<file path="config.mk">
export PLATFORM = sky130hd
export DESIGN_NAME = skip_squash
export DESIGN_NICKNAME = d
export VERILOG_FILES = /design/src/rtl/ez8_pkg.sv /design/src/rtl/squash_counter.sv /design/src/rtl/skip_squash.sv
export SDC_FILE = /design/constraint.sdc
export NUM_CORES = 1
export LEC_CHECK = 0
export BUFFER_PORTS_ARGS = -buffer_cell sky130_fd_sc_hd__buf_2
export CAP_MARGIN = 0
export CORE_MARGIN = 2
export CORE_UTILIZATION = 28
export CTS_CLUSTER_SIZE = 25
export DETAILED_ROUTE_END_ITERATION = 7
export SLEW_MARGIN = 20
export SYNTH_ARGS = -nofsm -noshare
export SYNTH_HDL_FRONTEND = slang
export SYNTH_SLANG_ARGS = --single-unit
</file>
<file path="constraint.sdc">
create_clock -name clk -period 2.5 [get_ports clk]
set_clock_uncertainty 0.15 [all_clocks]
set_input_delay 0.5 -clock clk [delete_from_list [all_inputs] [get_ports clk]]
set_output_delay 0.5 -clock clk [all_outputs]
set_load 0.1 [all_outputs]
</file>
<file path="src/rtl/ez8_pkg.sv">
// ---------------------------------------------------------------------------
// ez8_pkg
//   Shared constants for the execute-stage squash logic.
//   - Squash FSM state encoding (IDLE / SKIP / FLUSH), 2-bit.
//   - Default squash depth, flush length and counter width.
// ---------------------------------------------------------------------------
package ez8_pkg;

    localparam logic [1:0] ST_IDLE  = 2'd0;
    localparam logic [1:0] ST_SKIP  = 2'd1;
    localparam logic [1:0] ST_FLUSH = 2'd2;

    localparam int unsigned DEF_SKIP_DEPTH   = 1;
    localparam int unsigned DEF_FLUSH_CYCLES = 1;
    localparam int unsigned DEF_CNT_W        = 3;

endpackage

</file>
<file path="src/rtl/squash_counter.sv">
// ---------------------------------------------------------------------------
// squash_counter
//   Loadable down-counter used by skip_squash to track how many issues
//   (SKIP) or unstalled cycles (FLUSH) remain to be squashed.
// Ports
//   clk         in   rising-edge clock
//   reset       in   asynchronous reset, active-high (clears count)
//   load_i      in   load load_val_i (has priority over dec_i)
//   load_val_i  in   value to load
//   dec_i       in   decrement enable (holds at zero)
//   cnt_o       out  current count
//   zero_o      out  count is zero
// ---------------------------------------------------------------------------
module squash_counter #(
    parameter int unsigned CNT_W = 3
) (
    input  logic             clk,
    input  logic             reset,
    input  logic             load_i,
    input  logic [CNT_W-1:0] load_val_i,
    input  logic             dec_i,
    output logic [CNT_W-1:0] cnt_o,
    output logic             zero_o
);

    logic [CNT_W-1:0] cnt_q;
    logic [CNT_W-1:0] cnt_d;

    always_comb begin
        cnt_d = cnt_q;
        if (load_i) begin
            cnt_d = load_val_i;
        end else if (dec_i && (cnt_q != '0)) begin
            cnt_d = cnt_q - CNT_W'(1);
        end
    end

    always_ff @(posedge clk or posedge reset) begin
        if (reset) begin
            cnt_q <= '0;
        end else begin
            cnt_q <= cnt_d;
        end
    end

    assign cnt_o  = cnt_q;
    assign zero_o = (cnt_q == '0);

endmodule

</file>
<file path="src/rtl/skip_squash.sv">
// ---------------------------------------------------------------------------
// skip_squash
//   Squashes instructions issued behind a taken skip or a taken jump.
//   Sits between execute and the decode->execute issue point.
//
//   state | meaning
//   ------+----------------------------------------------------------------
//   IDLE  | nothing pending; issues pass through
//   SKIP  | kill the next cnt issued instructions (bubbles do not count)
//   FLUSH | kill any issue for the next cnt unstalled cycles after a jump
//
// Ports
//   clk          in   rising-edge clock
//   reset        in   asynchronous reset, active-high
//   stall        in   pipeline hold (no issue, no execute retire)
//   id_valid     in   valid instruction presented for issue
//   ex_valid     in   valid instruction in execute
//   ex_skip      in   skip condition true for the execute instruction
//   ex_jump      in   jump/call/ret taken by the execute instruction
//   kill         out  squash the issuing instruction (combinational)
//   flush_front  out  clear fetch/decode valid bits (combinational pulse)
//   ex_squashed  out  execute instruction was killed at issue (registered)
//   busy         out  state != IDLE (registered)
//   skip_count   out  16-bit taken-skip count (only with SKIP_STATS_EN)
//
// Build option: define SKIP_STATS_EN to add the skip_count port/counter.
// ---------------------------------------------------------------------------
module skip_squash
    import ez8_pkg::*;
#(
    parameter int unsigned SKIP_DEPTH   = DEF_SKIP_DEPTH,
    parameter int unsigned FLUSH_CYCLES = DEF_FLUSH_CYCLES,
    parameter int unsigned CNT_W        = DEF_CNT_W
) (
    input  logic        clk,
    input  logic        reset,
    input  logic        stall,
    input  logic        id_valid,
    input  logic        ex_valid,
    input  logic        ex_skip,
    input  logic        ex_jump,
    output logic        kill,
    output logic        flush_front,
    output logic        ex_squashed,
    output logic        busy
`ifdef SKIP_STATS_EN
    ,
    output logic [15:0] skip_count
`endif
);

    logic [1:0]       state_q;
    logic [1:0]       state_d;
    logic             ex_squashed_q;
    logic             ex_squashed_d;
    logic             busy_q;

    logic             issue;
    logic             ex_live;
    logic             skip_ev;
    logic             jump_ev;

    logic             cnt_load;
    logic [CNT_W-1:0] cnt_load_val;
    logic             cnt_dec;
    logic [CNT_W-1:0] cnt;
    logic             cnt_zero;
    logic             cnt_last;

    assign issue   = id_valid & ~stall;
    // A squashed instruction must never trigger a redirect of its own.
    assign ex_live = ex_valid & ~ex_squashed_q & ~stall;
    assign jump_ev = ex_live & ex_jump;
    assign skip_ev = ex_live & ex_skip & ~ex_jump;

    assign cnt_last = (cnt == CNT_W'(1));

    squash_counter #(
        .CNT_W (CNT_W)
    ) u_cnt (
        .clk        (clk),
        .reset      (reset),
        .load_i     (cnt_load),
        .load_val_i (cnt_load_val),
        .dec_i      (cnt_dec),
        .cnt_o      (cnt),
        .zero_o     (cnt_zero)
    );

    always_comb begin
        state_d      = state_q;
        cnt_load     = 1'b0;
        cnt_load_val = '0;
        cnt_dec      = 1'b0;
        case (state_q)
            ST_IDLE: begin
                if (jump_ev) begin
                    state_d      = ST_FLUSH;
                    cnt_load     = 1'b1;
                    cnt_load_val = CNT_W'(FLUSH_CYCLES);
                end else if (skip_ev) begin
                    state_d      = ST_SKIP;
                    cnt_load     = 1'b1;
                    cnt_load_val = CNT_W'(SKIP_DEPTH);
                end
            end
            ST_SKIP: begin
                // A jump from the still-live instruction ahead of the skipped
                // ones overrides whatever skip depth remains.
                if (jump_ev) begin
                    state_d      = ST_FLUSH;
                    cnt_load     = 1'b1;
                    cnt_load_val = CNT_W'(FLUSH_CYCLES);
                end else if (cnt_zero) begin
                    state_d = ST_IDLE;
                end else if (issue) begin
                    cnt_dec = 1'b1;
                    if (cnt_last) begin
                        state_d = ST_IDLE;
                    end
                end
            end
            ST_FLUSH: begin
                if (jump_ev) begin
                    cnt_load     = 1'b1;
                    cnt_load_val = CNT_W'(FLUSH_CYCLES);
                end else if (cnt_zero) begin
                    state_d = ST_IDLE;
                end else if (!stall) begin
                    cnt_dec = 1'b1;
                    if (cnt_last) begin
                        state_d = ST_IDLE;
                    end
                end
            end
            default: begin
                state_d = ST_IDLE;
            end
        endcase
    end

    // Issue is already gated by !stall, so the stalled case only needs to hold.
    assign ex_squashed_d = stall ? ex_squashed_q : (issue & kill);

    always_ff @(posedge clk or posedge reset) begin
        if (reset) begin
            state_q       <= ST_IDLE;
            ex_squashed_q <= 1'b0;
            busy_q        <= 1'b0;
        end else begin
            state_q       <= state_d;
            ex_squashed_q <= ex_squashed_d;
            busy_q        <= (state_d != ST_IDLE);
        end
    end

    assign kill        = id_valid & (state_q != ST_IDLE);
    assign flush_front = jump_ev;
    assign ex_squashed = ex_squashed_q;
    assign busy        = busy_q;

`ifdef SKIP_STATS_EN
    logic [15:0] skip_count_q;

    always_ff @(posedge clk or posedge reset) begin
        if (reset) begin
            skip_count_q <= 16'd0;
        end else if (skip_ev) begin
            skip_count_q <= skip_count_q + 16'd1;
        end
    end

    assign skip_count = skip_count_q;
`endif

endmodule

</file>
==> run metrics <==
fin crit period=2.31 ns; Vias=between 400 and 500; Avg Synthesized Cell Area=9.74 µm²; type of destination of the critical path=primary output; GRT overflow=0; fill count=~190; DP Wirelength=845 µm; final hold vios=0; max-cap viol count=0; final setup fails=0; # IOs=11; worst r2r dst=u_cnt.cnt_o[1]; # DRC=0; reg2reg start=state_q[0]; worst hold path type=in -> async; worst-case reg-to-reg path depth=6; Synth cell types=26; final worst path period share=92.4%; IO buf count=10; initial DRC count=0; CP peak stage delay=0.43 ns; Core ar.=1760 µm²; CTS buffer count=3; clk sinks=7; DRT Pass-1 Iters=1; post-synthesis cell area=536 µm²; CP max stage cell=dfrtp_1; vias per cell=4.41; initial antenna violation count=0; n_diodes=0; post-synthesis sequential area ratio=32.7%; power per cell area=1180 nW/µm²; gpl congestion=0.730; Root Driver=clkbuf_4; Worst-Margin Slew=0.474 ns; fin nets=between 80 and 90; Pleak=roughly 0.00032 µW; CP Launch Type=register; Worst VDD drop=0.728 mV; initial core utilization=30.4%; final core occ=36.7%; reg2reg setup slack=0.52 ns; fmax=about 430 MHz; Overall Global Routing Usage=11.0%; multi-input logic area=333 µm²; Crit Path Max Fanout=7; clock tree buffer depth=2; per-cell routed wire length=10.7 µm; TritonCTS clock tree=built; synthesis-to-layout area growth=20.8%; post-synthesis register bit count=7; Post-Route WL=1010 µm; kind of critical path=reg -> out; Max Transition Viols Final=0; number of global-route vias before repair=387; outcome=finished clean; Yosys Warn Count=0; RSZ-0062 raised after global routing=false; largest net degree at the start of global routing=8; clk_lat worst skew=0.25 ns; cts hold-fix bufs=0; # rows=15; htree depth=1; relative slew slack=68.1%; arrival time worst endpoint=1.66 ns; clock slew at reported path FFs=0.05 ns; Mapped Cells=55; post-route antenna net violation count=0; die width=47.7 µm; first-pass GRT wire length=about 1600 µm; worst endpoint required time=1.85 ns; setup repair bufs after CTS=0; worst path cell trace=inv_1 -> ha_1 -> nor2b_2 -> buf_2; fin area=647 µm²; final hold slack=0.0180 ns; Setup TNS Final=0 ns; area post-placement=621 µm²; die height=47.7 µm; share of post-route cells with drive strength above 1=30.4%; Reg area=176 µm²; Resized Gates After CTS=0; die footprint=2280 µm²; Post-Syn Nets=approximately 70
-- sequential cells by signal, summed over array words and instances (netlist names) --
register     flops
ex_squashed      1
busy             1
u_cnt.cnt_o      3
state_q          2
-- cells in the final DEF, fill, tap and decap left out, types with 2 or more instances in the layout --
| cell | n |
|---|---|
| nand2b_1 | 2 |
| ha_1 | 7 |
| a21oi_1 | 4 |
| clkbuf_4 | 3 |
| nor2_1 | 6 |
| inv_1 | 7 |
| xnor2_1 | 2 |
| buf_2 | 10 |
| dfrtp_1 | 6 |
-- worst max-delay path: cells and delay by family (launching register included) --
kind                     cells  cell delay [ns]
adder cells (fa/ha/maj)      1             0.30
buffers and inverters        2             0.52
flip-flops                   1             0.43
AND/OR/NAND/NOR              1             0.16
-- power by group --
group	leakage, µW	switching, µW	internal [µW]
Clock	0.0000150	38.9	60.7
Combinational	0.000217	317	156
Sequential	0.0000884	34.5	156
Total	0.000321	390	373
-- metal layers --
layer	share of wire [%]	vias up	GRT usage [%]
met2	40	11	13.3
met1	54	185	15.8
met4	0.99	0	9.73
met5	0	-	0
met3	4.9	2	2.26
li1	-	217	-
-- cell usage after synthesis --
| library cell | count | area share [%] |
|---|---|---|
| xnor2_1 | 2 | 3.3 |
| a2bb2oi_2 | 1 | 2.8 |
| mux2_2 | 1 | 2.1 |
| inv_1 | 7 | 4.9 |
| nor4_1 | 1 | 1.2 |
| a31oi_1 | 1 | 1.2 |
| nor2_1 | 6 | 4.2 |
| ha_1 | 7 | 16 |
| mux2_1 | 1 | 2.1 |
| and3_1 | 1 | 1.2 |
| a21oi_1 | 4 | 3.7 |
| nand2b_1 | 2 | 2.3 |
| a311oi_1 | 1 | 1.6 |
| inv_2 | 1 | 0.70 |
| dfrtp_1 | 7 | 33 |
| a32o_1 | 1 | 1.9 |
| or3b_1 | 1 | 1.6 |
| nand4bb_1 | 1 | 2.1 |
| and2b_1 | 1 | 1.4 |
| or3b_4 | 1 | 2.1 |
| a21o_1 | 1 | 1.4 |
| nor2b_1 | 2 | 2.3 |
| nor4_2 | 1 | 2.3 |
| a22oi_2 | 1 | 2.3 |
| nand2_1 | 1 | 0.70 |
| o211ai_1 | 1 | 1.4 |
-- worst max-delay path by stage --
stage / slack, ns / startpoint / endpoint
global placement: 0.33 / stall / busy
global route: 0.06 / state_q[0] / kill
CTS: 0.16 / state_q[0] / kill
floorplan: 0.25 / ex_squashed / u_cnt.cnt_o[1]
finish: 0.19 / state_q[0] / kill
detailed placement: 0.33 / stall / busy
-- logic make-up (layout without fill, tap and decap cells) --
| family | after synthesis | count (layout) | synth area share (%) |
|---|---|---|---|
| adders and majority gates | 7 | 7 | 16.4 |
| xor gates and xnor gates | 2 | 2 | 3.27 |
| AOI/OAI and AO/OA | 11 | 11 | 16.4 |
| buffers and inverters | 8 | 22 | 5.61 |
| and+or+nand+nor | 18 | 18 | 21.5 |
| DFF | 7 | 7 | 32.7 |
| muxes | 2 | 2 | 4.21 |
-- through the flow --
step	setup WS, ns	instances	power, µW
floorplan	0.250	55	585
global placement	0.330	90	666
global route	0.0627	94	834
CTS	0.163	94	773
detailed placement	0.325	90	665
finish	0.190	94	764
-- final cells by class --
class	instances	area share (%)
flip-flops and latches	7	27.3
repair buffers	10	7.74
clock buffers	4	4.06
well taps	25	4.84
multi-input cells	40	51.5
inverters	8	4.64
No activity file was read; power rests on OpenSTA's default activity.
